### src/rtl/db15_joy_responder.sv
// DB15 serial joystick device-side responder.
// Emulates two cascaded PISO shift registers clocked by the host.
module db15_joy_responder #(
  parameter int NBITS       = 12,
  parameter int SYNC_STAGES = 2,
  parameter int TIMEOUT     = 1048576
) (
  input  logic             clk_sys,
  input  logic             reset,
  input  logic             joy_clk,
  input  logic             joy_load,
  input  logic [NBITS-1:0] p1_btn,
  input  logic [NBITS-1:0] p2_btn,
  output logic             joy_data,
  output logic             frame_done,
  output logic             link_active
);

  localparam int FW = 2 * NBITS;
  localparam int CW = $clog2(FW + 1);
  localparam int TW = $clog2(TIMEOUT + 1);

  typedef enum logic [1:0] {
    IDLE,
    LOAD,
    SHIFT,
    DONE
  } state_t;

  state_t                 state;
  logic [SYNC_STAGES-1:0] clk_sync;
  logic [SYNC_STAGES-1:0] load_sync;
  logic                   sclk_q;
  logic                   sload_q;
  logic                   sclk;
  logic                   sload;
  logic                   sclk_rise;
  logic                   sload_fall;
  logic [FW-1:0]          frame;
  logic [FW-1:0]          sr;
  logic [CW-1:0]          cnt;
  logic [TW-1:0]          tcnt;

  assign sclk       = clk_sync[SYNC_STAGES-1];
  assign sload      = load_sync[SYNC_STAGES-1];
  assign sclk_rise  = sclk & ~sclk_q;
  assign sload_fall = ~sload & sload_q;
  assign frame      = {~p2_btn, ~p1_btn};

  // Lines rest at their idle levels so reset never fakes an edge
  always_ff @(posedge clk_sys or negedge reset) begin
    if (!reset) begin
      clk_sync  <= '0;
      load_sync <= '1;
      sclk_q    <= 1'b0;
      sload_q   <= 1'b1;
    end else begin
      clk_sync  <= {clk_sync[SYNC_STAGES-2:0], joy_clk};
      load_sync <= {load_sync[SYNC_STAGES-2:0], joy_load};
      sclk_q    <= sclk;
      sload_q   <= sload;
    end
  end

  always_ff @(posedge clk_sys or negedge reset) begin
    if (!reset) begin
      state      <= IDLE;
      sr         <= '1;
      cnt        <= '0;
      joy_data   <= 1'b1;
      frame_done <= 1'b0;
    end else begin
      frame_done <= 1'b0;
      joy_data   <= (state == LOAD || state == SHIFT)
                    ? sr[0] : 1'b1;
      if (!sload) begin
        // Transparent load; also beats a coincident sclk edge
        state <= LOAD;
        sr    <= frame;
        cnt   <= '0;
      end else begin
        unique case (state)
          LOAD:  state <= SHIFT;
          SHIFT: begin
            if (sclk_rise) begin
              sr  <= {1'b1, sr[FW-1:1]};
              cnt <= cnt + 1'b1;
              if (cnt == CW'(FW - 1)) begin
                state      <= DONE;
                frame_done <= 1'b1;
              end
            end
          end
          default: ;
        endcase
      end
    end
  end

  always_ff @(posedge clk_sys or negedge reset) begin
    if (!reset) begin
      tcnt        <= '0;
      link_active <= 1'b0;
    end else if (sload_fall) begin
      tcnt        <= '0;
      link_active <= 1'b1;
    end else if (tcnt != TW'(TIMEOUT)) begin
      tcnt <= tcnt + 1'b1;
      if (tcnt == TW'(TIMEOUT - 1))
        link_active <= 1'b0;
    end
  end

endmodule

### config.mk
export PLATFORM = sky130hd
export DESIGN_NAME = db15_joy_responder
export DESIGN_NICKNAME = d
export VERILOG_FILES = /design/src/rtl/db15_joy_responder.sv
export SDC_FILE = /design/constraint.sdc
export NUM_CORES = 1
export LEC_CHECK = 0
export ABC_CLOCK_PERIOD_IN_PS = 5600
export CAP_MARGIN = 25
export CORE_MARGIN = 10
export CORE_UTILIZATION = 40
export CTS_CLUSTER_DIAMETER = 150
export DETAILED_ROUTE_END_ITERATION = 16
export SLEW_MARGIN = 30
export SYNTH_ARGS = -nofsm -noshare
export SYNTH_HDL_FRONTEND = slang
export SYNTH_SLANG_ARGS = --single-unit
export TNS_END_PERCENT = 30
### constraint.sdc
create_clock -name clk_sys -period 5.6 [get_ports clk_sys]
set_input_delay 1.68 -clock clk_sys [delete_from_list [all_inputs] [get_ports clk_sys]]
set_output_delay 1.68 -clock clk_sys [all_outputs]
set_load 0.01 [all_outputs]
==> results.txt <==
Status: finished clean
Lkg Pwr: 0.001625 uW
Synth Area in Compound Gates: 0.04685
Critical path's top delay family: buffers and inverters
Num CTS Buffers: 9
ANT cells: 0
Largest family of logic cells by synthesized area: multiplexers
Crit path buffers/inverters: 1
Vias: 1842
Setup CP Type: register to output pin
PwrDens: 295.3 nW/um^2
Final cycle utilization of the critical path: 0.5455
Final hold vios: 0
Drt initial violations: 66
Startpoint Class: register
Antenna violations before repair: 0
Hold WS: 354.1 ps
Xor/xnor share of the synthesized area: 0.03948
Routed wire length: 5181 um
Core Box Area: 6907 sq um
CP Max Fanout: 1
Critical-path top delay cell: clkdlybuf4s50_1
DR top layer: met4
GRT Util Overall: 0.1021
Crit path DAT: 1380 ps
I/O pin count: 31
First-pass DRT Iterations: 4
CP Depth: 1
CTS tree: yes
Die Span Y: 104.9 um
Die width: 104.9 um
Worst Hold Launch: clk_sync[0]$_DFF_PN0_
Reg clk slew, reported paths: 70 ps
Setup TNS: 0 ps
WHS Endpoint: clk_sync[1]$_DFF_PN0_
Clock latency on the worst-skew pair: 340 ps
Simple-gate area share of the yosys netlist: 0.1510
RR Endpoint: tcnt[0]$_DFFE_PN0P_
Clock skew: 8.768 ps
Post-DR wirelength/cell: 13.63 um
# clock sinks: 61
RSZ-0062 raised after global routing: no
Drc violations: 0
Worst VDD drop: 0.0001332 V
Cts hold-fix bufs: 0
Vias per inst: 4.847
WL met1: 2604 um
H-tree Lvls: 3
First-pass GRT wire length: 9197 um
GPL Wtd Cong: 0.7228
Worst-path cell chain: clkdlybuf4s50_1
Total grt overflow: 0
Area Growth Syn to Fin: 20.65%
Ys flop type: dfrtp_1
Share of flip-flops with an asynchronous set or reset: 1.000
Max Buffers Root-to-Sink: 2
Avg Cell Area, Syn: 11.72 sq um
DP HPWL: 3406 um
Max stage delay on crit path: 520 ps
Register bit total from synthesis: 61
DR WL met3: 161 um
Sequential share of the synthesized area: 0.5414
Pre-CTS setup slack: 2902 ps
Post-route ant nets: 0
Port bufs: 30
Setup violations, final: 0
Nets@finish: 312
Slew HR: 0.4211
Post-cts resize count: 0
YS warnings: 0
Post-Synthesis Cells: 246
Routed met2 length: 2302 um
FMAX: 327.3 MHz
Hold crit path type: register to register
Final count of pins violating max slew: 0
Cells on worst reg2reg path: 4
Largest net degree at the start of global routing: 62
Max Cap Violations: 0
CTS root buf: clkbuf_8
Number of global-route vias before repair: 1916
Cell Area, Synth: 2884 sq um
Final min period: 3055 ps
Reg2reg start: load_sync[1]$_DFF_PN1_
Synth Area in Adders: 0.02169
Yosys cell types: 42
Syn nets: 279
Initial Util: 0.4176
Critical Path Sink Type: output pin
Post-synthesis mux area share: 0.1735
Final setup margin: 2545 ps
Worst-margin pin slew: 868.3 ps
Row count: 30
Hold path depth: 0
Overall power: 1028 uW
Die area: 11010 sq um
Flop2flop setup slack: 3210 ps
Share of cells above drive strength 1: 0.1972
CP Data Required Time: 3920 ps
Post-CTS Setup Bufs: 0
Post-synth EDFFs: 0
## how the worst max path moves through the flow
| stage | start | end | slack, ps |
|---|---|---|---|
| 6_report | joy_data$_DFF_PN1_ | joy_data | 2540 |
| 5_1_grt | joy_data$_DFF_PN1_ | joy_data | 2490 |
| 4_1_cts | joy_data$_DFF_PN1_ | joy_data | 2510 |
| 3_5_place_dp | joy_data$_DFF_PN1_ | joy_data | 2900 |
| 3_3_place_gp | joy_data$_DFF_PN1_ | joy_data | 2900 |
| 2_1_floorplan | joy_data$_DFF_PN1_ | joy_data | 3400 |
## per-layer routing
layer	global-route usage	up-vias
met5	0	-
met4	0.06176	0
met3	0.03071	10
met2	0.1437	22
met1	0.1342	872
li1	-	938
## layout make-up
type / count / area, sq um
clock buffer: 12 / 176.4
clock inverter: 4 / 27.53
fill: 649 / 3427
inverter: 6 / 22.52
multi-input combinational: 168 / 1254
sequential: 61 / 1562
tap: 96 / 120.1
timing repair buffer: 33 / 317.8
## state kept, by name (all words and copies together) (netlist names)
signal       count
load_sync        2
link_active      1
frame_done       1
joy_data         1
sr              24
sload_q          1
cnt              5
clk_sync         2
state            2
sclk_q           1
tcnt            21
## kinds of logic after synthesis
logic type | after synthesis
and+or+nand+nor | 78
DFF | 61
muxes | 50
AOI/OAI and AO/OA | 22
buffers and inverters | 17
xor gates and xnor gates | 13
adders and majority gates | 5
## Yosys cell counts, drive strengths merged (3+ instances only)
| cell type | instances | area, sq um |
|---|---|---|
| inv | 6 | 22.52 |
| nand2 | 18 | 67.56 |
| nor4 | 7 | 43.79 |
| a21oi | 7 | 35.03 |
| and2 | 4 | 25.02 |
| mux2i | 50 | 500.5 |
| dfrtp | 33 | 825.8 |
| clkbuf | 7 | 27.52 |
| nand3 | 3 | 27.53 |
| nand4 | 7 | 50.05 |
| nand3b | 3 | 22.52 |
| nor2 | 16 | 60.06 |
| or3 | 6 | 40.03 |
| xor2 | 6 | 52.55 |
| dfstp | 28 | 735.7 |
| ha | 5 | 62.56 |
| xnor2 | 7 | 61.31 |
| buf | 4 | 25.02 |
| o21ai | 6 | 30.03 |
## metrics by stage
| step | utilization | instances | instance area, sq um |
|---|---|---|---|
| floorplan | - | 246 | 2884 |
| global placement | 0.4734 | 364 | 3269 |
| detailed placement | 0.4734 | 364 | 3269 |
| CTS | 0.5029 | 380 | 3473 |
| global route | 0.5038 | 380 | 3480 |
| finish | 0.5038 | 380 | 3480 |
## cells in the final DEF, fill, tap and decap left out, types with 4 or more instances in the layout
cell	Yosys	final
nand2_1	18	18
xnor2_1	7	7
nor2_1	16	16
dfstp_2	28	28
clkbuf_8	0	11
a21oi_1	7	7
nor4_1	7	6
inv_1	6	6
clkdlybuf4s50_1	0	29
or3_1	4	4
ha_1	5	5
mux2i_1	50	50
nand4_1	6	6
and2_1	4	4
o21ai_0	6	6
xor2_1	6	6
dfrtp_1	33	33
## worst reg2reg max path, cell delays in order (launching register included)
cell     delay, ps
dfstp_2       1110
nor2b_1        110
buf_4          250
nor4_1         590
mux2i_1        250
## where the power goes
group | internal, uW | switching (uW) | total, uW
Sequential | 494 | 38.1 | 532
Clock | 212 | 175 | 387
Combinational | 60.6 | 48.4 | 109
(Power assumes the default switching activity.)
